<file path="config.mk">
export PLATFORM = sky130hd
export DESIGN_NAME = sobel_window_ctrl_flat
export DESIGN_NICKNAME = d
export VERILOG_FILES = /design/src/rtl/sobel_window_ctrl_if.sv /design/src/rtl/sobel_window_ctrl.sv /design/src/flat_wrapper.sv
export SDC_FILE = /design/constraint.sdc
export NUM_CORES = 1
export LEC_CHECK = 0
export CAP_MARGIN = 5
export CORE_ASPECT_RATIO = 2
export CORE_MARGIN = 2
export CORE_UTILIZATION = 34
export DETAILED_ROUTE_END_ITERATION = 6
export SYNTH_ARGS = -nofsm -noshare
export SYNTH_HDL_FRONTEND = slang
export SYNTH_SLANG_ARGS = --single-unit
</file>
<file path="constraint.sdc">
create_clock -name clk -period 2.4 [get_ports clk]
set_input_delay 0.24 -clock clk [delete_from_list [all_inputs] [get_ports clk]]
set_output_delay 0.24 -clock clk [all_outputs]
set_load 0.02 [all_outputs]
</file>
<file path="src/rtl/sobel_window_ctrl_if.sv">
// rtl/sobel_window_ctrl_if.sv - pixel/window handshake bundle between the Sobel window controller and its neighbours
interface sobel_window_ctrl_if #(
    parameter int CW = 7,
    parameter int RW = 7
);
    logic          start;
    logic          in_valid;
    logic          in_ready;
    logic          shift_en;
    logic [CW-1:0] col_addr;
    logic          win_valid;
    logic          out_ready;
    logic [RW-1:0] win_row;
    logic [CW-1:0] win_col;
    logic          busy;
    logic          frame_done;

    // master is the controller side; slave is the pixel source / Sobel consumer side
    modport master (
        input  start, in_valid, out_ready,
        output in_ready, shift_en, col_addr, win_valid, win_row, win_col, busy, frame_done
    );

    modport slave (
        output start, in_valid, out_ready,
        input  in_ready, shift_en, col_addr, win_valid, win_row, win_col, busy, frame_done
    );
endinterface

</file>
<file path="src/rtl/sobel_window_ctrl.sv">
// rtl/sobel_window_ctrl.sv - raster counters and 3x3 window valid tracking for a Sobel stage
module sobel_window_ctrl #(
    parameter int WIDTH  = 100,
    parameter int HEIGHT = 100,
    parameter int CW     = $clog2(WIDTH),
    parameter int RW     = $clog2(HEIGHT)
) (
    input  logic                clk,
    input  logic                rst,
    sobel_window_ctrl_if.master bus
);
    typedef enum logic [1:0] {IDLE, RUN, FLUSH} state_t;

    localparam logic [CW-1:0] COL_LAST = CW'(WIDTH - 1);
    localparam logic [RW-1:0] ROW_LAST = RW'(HEIGHT - 1);

    state_t        state;
    state_t        state_nxt;
    logic [CW-1:0] col;
    logic [RW-1:0] row;
    logic          win_valid_q;
    logic [RW-1:0] win_row_q;
    logic [CW-1:0] win_col_q;

    logic in_ready;
    logic shift_en;
    logic last_pix;
    logic qualify;
    logic done;

    // a held window blocks new pixels so the window registers never slip under a stalled consumer
    assign in_ready = !rst && (state == RUN) && (!win_valid_q || bus.out_ready);
    assign shift_en = bus.in_valid && in_ready;
    assign last_pix = shift_en && (row == ROW_LAST) && (col == COL_LAST);
    assign qualify  = shift_en && (row >= RW'(2)) && (col >= CW'(2));

    always_comb begin
        state_nxt = state;
        done      = 1'b0;
        case (state)
            IDLE:    if (bus.start) state_nxt = RUN;
            RUN:     if (last_pix) state_nxt = FLUSH;
            FLUSH: begin
                done = !win_valid_q || bus.out_ready;
                if (done) state_nxt = IDLE;
            end
            default: state_nxt = IDLE;
        endcase
        if (rst) begin
            done = 1'b0;
        end
    end

    always_ff @(posedge clk) begin
        if (rst) begin
            state <= IDLE;
        end else begin
            state <= state_nxt;
        end
    end

    always_ff @(posedge clk) begin
        if (rst) begin
            col <= '0;
            row <= '0;
        end else if (((state == IDLE) && bus.start) || last_pix) begin
            col <= '0;
            row <= '0;
        end else if (shift_en) begin
            if (col == COL_LAST) begin
                col <= '0;
                row <= row + RW'(1);
            end else begin
                col <= col + CW'(1);
            end
        end
    end

    // centre lags the accepted pixel by one row and one column
    always_ff @(posedge clk) begin
        if (rst) begin
            win_valid_q <= 1'b0;
            win_row_q   <= '0;
            win_col_q   <= '0;
        end else if (qualify) begin
            win_valid_q <= 1'b1;
            win_row_q   <= row - RW'(1);
            win_col_q   <= col - CW'(1);
        end else if (bus.out_ready) begin
            win_valid_q <= 1'b0;
        end
    end

    assign bus.in_ready   = in_ready;
    assign bus.shift_en   = shift_en;
    assign bus.col_addr   = col;
    assign bus.win_valid  = win_valid_q;
    assign bus.win_row    = win_row_q;
    assign bus.win_col    = win_col_q;
    assign bus.busy       = !rst && (state != IDLE);
    assign bus.frame_done = done;
endmodule

</file>
<file path="src/flat_wrapper.sv">
// flat-port wrapper written by rule: the top's interface ports become plain ports
module sobel_window_ctrl_flat 
#(
    parameter int WIDTH  = 100,
    parameter int HEIGHT = 100,
    parameter int CW     = $clog2(WIDTH),
    parameter int RW     = $clog2(HEIGHT)
)
  (clk, rst, bus_start, bus_in_valid, bus_out_ready, bus_in_ready, bus_shift_en, bus_col_addr, bus_win_valid, bus_win_row, bus_win_col, bus_busy, bus_frame_done);
  sobel_window_ctrl_if #(.CW(CW), .RW(RW)) bus_i ();
  input  logic clk;
  input  logic rst;
  input wire logic [$bits(bus_i.start)-1:0] bus_start;
  input wire logic [$bits(bus_i.in_valid)-1:0] bus_in_valid;
  input wire logic [$bits(bus_i.out_ready)-1:0] bus_out_ready;
  output wire logic [$bits(bus_i.in_ready)-1:0] bus_in_ready;
  output wire logic [$bits(bus_i.shift_en)-1:0] bus_shift_en;
  output wire logic [$bits(bus_i.col_addr)-1:0] bus_col_addr;
  output wire logic [$bits(bus_i.win_valid)-1:0] bus_win_valid;
  output wire logic [$bits(bus_i.win_row)-1:0] bus_win_row;
  output wire logic [$bits(bus_i.win_col)-1:0] bus_win_col;
  output wire logic [$bits(bus_i.busy)-1:0] bus_busy;
  output wire logic [$bits(bus_i.frame_done)-1:0] bus_frame_done;
  assign bus_i.start = bus_start;
  assign bus_i.in_valid = bus_in_valid;
  assign bus_i.out_ready = bus_out_ready;
  assign bus_in_ready = bus_i.in_ready;
  assign bus_shift_en = bus_i.shift_en;
  assign bus_col_addr = bus_i.col_addr;
  assign bus_win_valid = bus_i.win_valid;
  assign bus_win_row = bus_i.win_row;
  assign bus_win_col = bus_i.win_col;
  assign bus_busy = bus_i.busy;
  assign bus_frame_done = bus_i.frame_done;
  sobel_window_ctrl #(.WIDTH(WIDTH), .HEIGHT(HEIGHT), .CW(CW), .RW(RW)) u_core (.clk(clk), .rst(rst), .bus(bus_i));
endmodule
</file>
Word-level counts from Yosys, hierarchy flattened
Index checks and enable logic that the tools add are counted.
{"block": "totals", "reg_bits": 31, "latch_bits": 0, "mem_bits_rw": 0, "rom_bits": 0, "output_inout_bits": 26, "mem_count": 0}
{"block": "classes", "addsub": 4, "mul": 0, "div": 0, "n_lt_le_gt_ge": 2, "n_eq_ne": 7, "shift": 0, "n_mux": 9, "bitwise": 0, "reduce_logical": 19}
{"cell": "adder 7 x 1 -> 7 bit (second input constant)", "n": 2}
{"cell": "== test 7 bit (second input constant)", "n": 2}
{"cell": "greater-or-equal comparator 7 x 2 -> 1 bit (second input constant)", "n": 2}
{"cell": "subtractor 7 x 1 -> 7 bit (second input constant)", "n": 2}
{"cell": "logical AND 1 bit", "n": 9}
{"cell": "two-way mux 7 bit", "n": 1}
{"cell": "two-way mux 2 bit", "n": 3}
{"cell": "one-hot mux 2 bit (3 select lines)", "n": 1}
{"cell": "two-way mux 1 bit", "n": 4}
{"cell": "inequality test 2 x 1 -> 1 bit (second input constant)", "n": 2}
{"cell": "nonzero test 2 bit", "n": 2}
{"cell": "AND reduction 3 bit", "n": 1}
{"cell": "== test 2 x 1 -> 1 bit (second input constant)", "n": 1}
{"cell": "== test 2 bit (second input constant)", "n": 1}
{"cell": "zero test 1 bit", "n": 2}
{"cell": "zero test 2 bit", "n": 1}
{"cell": "logical OR 1 bit", "n": 2}
{"cell": "inequality test 2 bit (second input constant)", "n": 1}
{"cell": "AND reduction 2 bit", "n": 1}
{"cell": "OR reduction 2 bit", "n": 1}

Logic depth before layout (Yosys ltp)
Gate-level depths: netlist of the first run.
{"block": "depth", "depth_word": 8, "mapped_depth": 7, "ltp_nobuf": 6}

Worst setup path after synthesis of the first run
No wires, ideal clock.
{"block": "synth_timing", "path_type": "reg2reg", "startpoint": "register u_core.col[3], in the netlist u_core.bus.col_addr[3]", "endpoint": "register u_core.win_row_q[0], in the netlist u_core.bus.win_row[0]", "setup_ps": 72, "t_arrival_ps": 1828, "required_time_ps": 2328, "path_slack_ps": 501, "path_stages_with_launch": 8, "n_path_buf": 3, "synth_period_minus_slack_ps": 1899, "path_cell_list": "dfxtp_1 buf_6 or4_4 nor4_4 or3_1 buf_6 buf_12 mux2i_1"}
{"block": "synth_via", "elab_chain_len": 2}
{"item": "from (decl)", "line_no": "sobel_window_ctrl.sv:19", "source": "logic [CW-1:0] col;"}
{"item": "from (signal assigned)", "line_no": "sobel_window_ctrl.sv:74", "source": "col <= col + CW'(1);"}
{"item": "greater-or-equal comparator 7 x 2 -> 1 bit", "line_no": "sobel_window_ctrl.sv:35", "source": "assign qualify = shift_en && (row >= RW'(2)) && (col >= CW'(2));"}
{"item": "logical AND 1 bit", "line_no": "sobel_window_ctrl.sv:35"}
{"item": "to (signal assigned)", "line_no": "sobel_window_ctrl.sv:87", "source": "win_row_q <= row - RW'(1);"}
{"item": "to (decl)", "line_no": "sobel_window_ctrl.sv:22", "source": "logic [RW-1:0] win_row_q;"}
No other way between the ends.
A chain may end at the register's enable or synchronous reset.

Worst setup path in the final report of the first run
{"block": "layout_timing", "startpoint": "input port rst", "endpoint": "output port bus_shift_en"}
{"block": "layout_via", "elab_chain_len": 4}
{"item": "from (decl)", "line_no": "flat_wrapper.sv:12", "source": "input logic rst;"}
{"item": "zero test 1 bit", "line_no": "sobel_window_ctrl.sv:32", "source": "assign in_ready = !rst && (state == RUN) && (!win_valid_q || bus.out_ready);"}
{"item": "logical AND 1 bit (2 in series)", "line_no": "sobel_window_ctrl.sv:32"}
{"item": "logical AND 1 bit", "line_no": "sobel_window_ctrl.sv:33", "source": "assign shift_en = bus.in_valid && in_ready;"}
{"item": "to (decl)", "line_no": "flat_wrapper.sv:17", "source": "output wire logic [$bits(bus_i.shift_en)-1:0] bus_shift_en;"}
No other way between the ends.

==> results.md, run 1 <==
* Synth unique cells at 40
* Synth Register Bits at 31
* Yosys warns at 0
* Post-CTS setup buffers at 0
* Critical Path Stages at 5
* Average wire per standard cell at approximately 14 um
* Critical Path, Cell by Cell: clkdlybuf4s50_1 > and4bb_2 > nand2_1 > inv_1 > clkdlybuf4s50_1
* CTS tree: built
* Critical path arrival at 1.89 ns
* First-pass GRT wire length at 6690 um
* Dpl hpwl at 3170 um
* Setup crit start kind: input port
* Fin. max-slew vios at 0
* Die Y at 105 um
* Root Buffer: clkbuf_8
* Hold Crit Class: register to register
* I/O Pins at 31
* Reg area at 621 um^2
* Critical path launch point: rst
* Placer Congestion at 0.814
* Die X at 54.4 um
* Vias in the first global route at 1449
* DRC Markers at 0
* Cell family with most CP delay: buffers and inverters
* Mapped Area at 1730 um^2
* Post-synth ARST share at 0%
* CP endpoint kind: primary output
* Worst reg2reg path depth at 5
* Clk buf depth at 2
* Clock sink total at 31
* Total power at about 1100 uW
* R2R Path End: u_core.row[2]$_SDFFE_PP0P_
* Slowest CP cell: clkdlybuf4s50_1
* Final-report hold violation count at 0
* Via count at 1438
* Largest net degree at the start of global routing at 16
* Worst-Skew Late Latency at 0.29 ns
* Final net count at 235
* Setup crit end: bus_shift_en
* Main synth FF type: dfxtp_1
* Ant. Diodes at 0
* Total grt overflow at 0
* Cell mode on critical path: clkdlybuf4s50_1
* Final TNS setup at 0 ns
* Clock Skew at 0.00983 ns
* Fin crit share at between 80% and 90%
* Violation count after the first detailed-route iteration at 15
* Core area at 4860 um^2
* Post-Syn Instances at between 150 and 200
* Multi-input gate area at about 1000 um^2
* CTS buffer count at 5
* Routed Antenna Nets at 0
* Area growth syn-to-layout at 28.5%
* GRT Total Usage at 16.1%
* Pwr dens at roughly 500 nW/um^2
* Vias per inst at 5.10
* CP required at 2.16 ns
* Crit Path Category: input port to primary output
* TritonRoute pass-1 iters at 5
* Clock transition at the registers of the reported paths at 0.07 ns
* Final setup fails at 0
* Leakage power total at 0.000898 uW
* Number of synthesized flops with an enable pin at 0
* Total of max-cap violations at 0
* Post-CTS Hold Buffers at 0
* Overall routed net length at about 4100 um
* CP bufs+invs at 3
* Crit-path max FO at 4
* Area of the die at 5690 um^2
* PostCTS Resize Cnt at 0
* Initial antenna violation count at 0
* Highest Clock Rate at 0.470 GHz
* Filler cell count at 490
* Slew margin rel. at 58.0%
* Avg Synthesized Cell Area at 9.23 um^2
* Min Clock Period, post-route at 2.13 ns
* CP peak stage delay at 0.61 ns
* # rows at 36
* Ratio of cells with drive above 1 in the final layout at 12.4%
* Reg2reg start: u_core.bus.col_addr[2]$_SDFFE_PP0N_
* Post-Syn Nets at between 150 and 200
* IO buf count at 30
* Reg2reg setup slack at 0.42 ns
* Seq/Total Area, Yosys at a little over a third
* RSZ-0062 raised after global routing: false
* Initial Util at around 35%
* Slew @ Worst Pin at 0.630 ns
* H-tree depth at 2
* Peak VDD IR at 0.357 mV
* Run status: complete, no violations
-- how the worst min path moves through the flow --
stage                                             startpoint                                 end  slack [ns]  cells after the start
final                     u_core.bus.win_col[4]$_SDFFE_PP0P_  u_core.bus.win_col[4]$_SDFFE_PP0P_        0.48                      2
after detailed placement  u_core.bus.win_col[0]$_SDFFE_PP0P_  u_core.bus.win_col[0]$_SDFFE_PP0P_        0.47                      2
after global routing      u_core.bus.win_col[0]$_SDFFE_PP0P_  u_core.bus.win_col[0]$_SDFFE_PP0P_        0.50                      2
after CTS                 u_core.bus.win_col[0]$_SDFFE_PP0P_  u_core.bus.win_col[0]$_SDFFE_PP0P_        0.48                      2
after global placement    u_core.bus.win_col[2]$_SDFFE_PP0P_  u_core.bus.win_col[2]$_SDFFE_PP0P_        0.46                      2
after floorplan                                    bus_start        u_core.state[0]$_SDFFE_PP0P_        0.44                      2
-- routing by layer --
metal | vias up | share of wire, % | global-route usage [%]
li1 | 725 | - | -
met5 | - | 0 | 0
met1 | 674 | 35 | 15.6
met4 | 0 | 3.1 | 9.29
met3 | 9 | 2.3 | 2.43
met2 | 30 | 59 | 29.4
-- area by class of cell --
type,count,share of cell area (%)
multi-input combinational,136,44.5
sequential,31,28.0
timing repair buffer,42,17.6
clock buffer,6,3.72
tap,57,3.22
clock inverter,2,1.58
inverter,8,1.35
-- placed cells by master, fill, tap and decap left out, drive strengths merged, types with 6 or more instances in the layout --
master / n
inv: 8
clkbuf: 6
nand2: 6
nor2: 17
o21ai: 6
dfxtp: 31
nand2b: 11
ha: 6
clkdlybuf4s50: 30
nor3: 11
mux2i: 11
buf: 12
xnor2: 15
-- sequential cells by signal (all words and copies together) (netlist names) --
register and count:
u_core.bus.win_valid 1, u_core.state 2, u_core.bus.win_row 7, u_core.bus.col_addr 7, u_core.bus.win_col 7, u_core.row 7
-- tightest hold or removal path: stages, from the launching register on --
cell,delay (ns)
dfxtp_1,0.31
nand2b_1,0.06
mux2i_1,0.06
-- cells by family after synthesis --
logic type,synth area share [%]
AO/OA/AOI/OAI,8.56
flip-flops,36.0
AND/OR/NAND/NOR,29.3
multiplexers,6.38
adder cells (fa/ha/maj),4.35
buffers and inverters,6.82
XOR/XNOR,8.63
-- Yosys cell counts, drive strengths merged, types with 2 or more instances --
cell,number,area share [%]
nand2b,11,4.0
nor4,5,4.4
xor2,2,1.0
o21ai,6,1.7
nand3,5,1.5
nor3,11,3.2
nand4,5,1.8
nand2,6,1.3
nor4b,3,1.5
dfxtp,31,36
o31ai,4,1.7
ha,6,4.4
inv,8,1.7
a211oi,2,0.87
or4,2,1.3
buf,7,4.0
and3,4,1.5
mux2i,11,6.4
xnor2,15,7.6
nor2b,5,1.8
clkbuf,5,1.1
nor2,17,3.7
a21oi,3,0.87
-- through the flow --
step | util [%] | cells | hold slack, ns | area [um^2] | setup slack, ns
after floorplan | - | 187 | 0.441 | 1730 | 0.501
after global placement | 43.2 | 274 | 0.459 | 2100 | 0.216
after detailed placement | 43.2 | 274 | 0.470 | 2100 | 0.189
after CTS | 45.6 | 282 | 0.479 | 2220 | 0.252
after global routing | 45.6 | 282 | 0.498 | 2220 | 0.183
final | 45.6 | 282 | 0.476 | 2220 | 0.273
-- report_power, final --
part | switching (uW) | total [uW] | internal (uW)
registers | 2.98 | 519 | 516
clock network | 208 | 544 | 336
logic | 26.5 | 50.0 | 23.4
Power figures use the tool's default switching activity.
==> run 2, diff against run 1 <==
Clock period 2.4 ns to 2.06 ns, I/O delays scaled along.
==> results.md, run 2 (synthesis gave the netlist of run 1 again) <==
* Min Clock Period, post-route at 1.95 ns
* I/O Pins at 31
* Setup crit start kind: input port
* Crit-path max FO at 7
* Final net count at 251
* Die X at 54.4 um
* DRC Markers at 0
* Die Y at about 100 um
* Run status: complete, no violations
* Initial Util at 35.5%
* Peak VDD IR at between 0.3 and 0.4 mV
* CP endpoint kind: primary output
* GRT Total Usage at 16.2%
* Fin. max-slew vios at 0
* Average wire per standard cell at 13.7 um
* Setup WS pre-CTS at 0.0183 ns
* Vias per inst at 5.12
* Slowest CP cell: clkdlybuf4s50_1
* Final-report hold violation count at 0
* CP required at 1.85 ns
* Leakage power total at around 0.001 uW
* Final setup fails at 0
* Setup crit end: bus_frame_done
* Via count at between 1500 and 2000
* Total power at 1130 uW
* Post-CTS setup buffers at 0
* First-pass GRT wire length at 6730 um
* # rows at 36
* Commonest non-fill, non-tap cells in the layout: dfxtp_1, clkdlybuf4s50_1, buf_4, nor2_1, xnor2_1
* Initial antenna violation count at 0
* Hold Startpoint: u_core.bus.win_col[4]$_SDFFE_PP0P_
* Final setup margin at 0.107 ns
* CP peak stage delay at 0.66 ns
* Cell mode on critical path: clkdlybuf4s50_1
* Final Cell Area at about 2300 um^2
* Vias in the first global route at 1497
* Clk buf depth at 2
* Final TNS setup at 0 ns
* Clock Skew at around 0.0085 ns
* Critical path arrival at approximately 1.8 ns
* Pwr dens at just under 500 nW/um^2
* Placed Area at 2220 um^2
* Violation count after the first detailed-route iteration at 15
* Worst reg2reg path depth at 6
* Largest net degree at the start of global routing at 15
* RSZ-0062 raised after global routing: false
* Reg2reg start: u_core.bus.col_addr[1]$_SDFFE_PP0N_
* Overall routed net length at 4090 um
* Ant. Diodes at 0
* Critical path launch point: rst
* Crit Path Category: input port to primary output
* TritonRoute pass-1 iters at 4
* IO buf count at 30
* Root Buffer: clkbuf_8
* Filler cell count at 489
* Total grt overflow at 0
* Total of max-cap violations at 0
* Reg2reg setup slack at 0.24 ns
* Area growth syn-to-layout at 33.5%
* Slew @ Worst Pin at 0.387 ns
* H-tree depth at 2
* Area of the die at approximately 5700 um^2
* Hold Crit Class: register to register
* CTS buffer count at 5
* Highest Clock Rate at 0.512 GHz
* Clock transition at the registers of the reported paths at 0.07 ns
* CTS tree: built
* Slew margin rel. at 73.9%
* Fin crit share at 94.8%
* Critical Path, Cell by Cell: clkdlybuf4s50_1 > buf_4 > nor4_1 > clkdlybuf4s50_1
* Dpl hpwl at between 3000 and 4000 um
* Clock sink total at 31
* Core area at slightly below 5000 um^2
* Most common cell after layout, fill and taps aside: dfxtp_1
* Routed Antenna Nets at 0
* R2R Path End: u_core.row[0]$_SDFFE_PP0P_
* Ratio of cells with drive above 1 in the final layout at 17.4%
* Worst-Skew Late Latency at roughly 0.28 ns
* Placer Congestion at between 0.7 and 0.8
## run 2: stage by stage
step / utilization, % / cells / hold slack [ns]
2_1_floorplan: - / 187 / 0.407
3_3_place_gp: 45.6 / 290 / 0.459
3_5_place_dp: 45.6 / 290 / 0.469
4_1_cts: 47.3 / 298 / 0.481
5_1_grt: 47.4 / 298 / 0.502
6_report: 47.4 / 298 / 0.475
## run 2: cell type report
type | count | area, um^2 | area share (%)
repair buffers | 58 | 513 | 22.3
clock buffers | 7 | 76.3 | 3.31
multi-input cells | 136 | 987 | 42.9
clock inverters | 1 | 5.00 | 0.217
well taps | 57 | 71.3 | 3.10
inverters | 8 | 30.0 | 1.30
flip-flops and latches | 31 | 621 | 26.9
## run 2: worst min path at each step
| stage | to | slack [ns] | depth (start not counted) |
|---|---|---|---|
| global placement | u_core.bus.win_col[2]$_SDFFE_PP0P_ | 0.46 | 2 |
| global route | u_core.bus.win_col[2]$_SDFFE_PP0P_ | 0.50 | 2 |
| finish | u_core.bus.win_col[4]$_SDFFE_PP0P_ | 0.48 | 2 |
| CTS | u_core.bus.win_col[2]$_SDFFE_PP0P_ | 0.48 | 2 |
| detailed placement | u_core.bus.win_col[2]$_SDFFE_PP0P_ | 0.47 | 2 |
| floorplan | u_core.state[0]$_SDFFE_PP0P_ | 0.41 | 2 |
## run 2: layer usage
metal  vias to the layer above  wire [um]  global-route usage [%]
met5                         -          0                       0
met4                         0         85                    7.50
met3                         6        106                    2.57
met2                        28       2490                    30.7
met1                       733       1410                    15.4
li1                        758          -                       -
## run 2: critical path, delay by kind of cell
| kind | cells | cell delay [ns] |
|---|---|---|
| buffers and inverters | 3 | 1.29 |
| and+or+nand+nor | 1 | 0.26 |
## run 2: power breakdown
| group | internal (uW) | leakage (uW) | switching (uW) |
|---|---|---|---|
| Clock | 237 | 0.0000422 | 225 |
| Sequential | 601 | 0.000250 | 3.66 |
| Combinational | 32.8 | 0.000681 | 32.2 |
| Total | 871 | 0.000973 | 260 |
## run 2: repair_timing
action / 4_1_cts / 5_1_grt
hold buffers: 0 / 0
endpoints found under the setup margin: 0 / 1
endpoints found under the hold margin: 0 / 0
resized for setup: 0 / 1
==> run 3, diff against run 2 <==
Settings changed: SLEW_MARGIN set to 20.
==> results of run 3 <==
The final DEF is identical to that of run 2; final timing and power are the same.
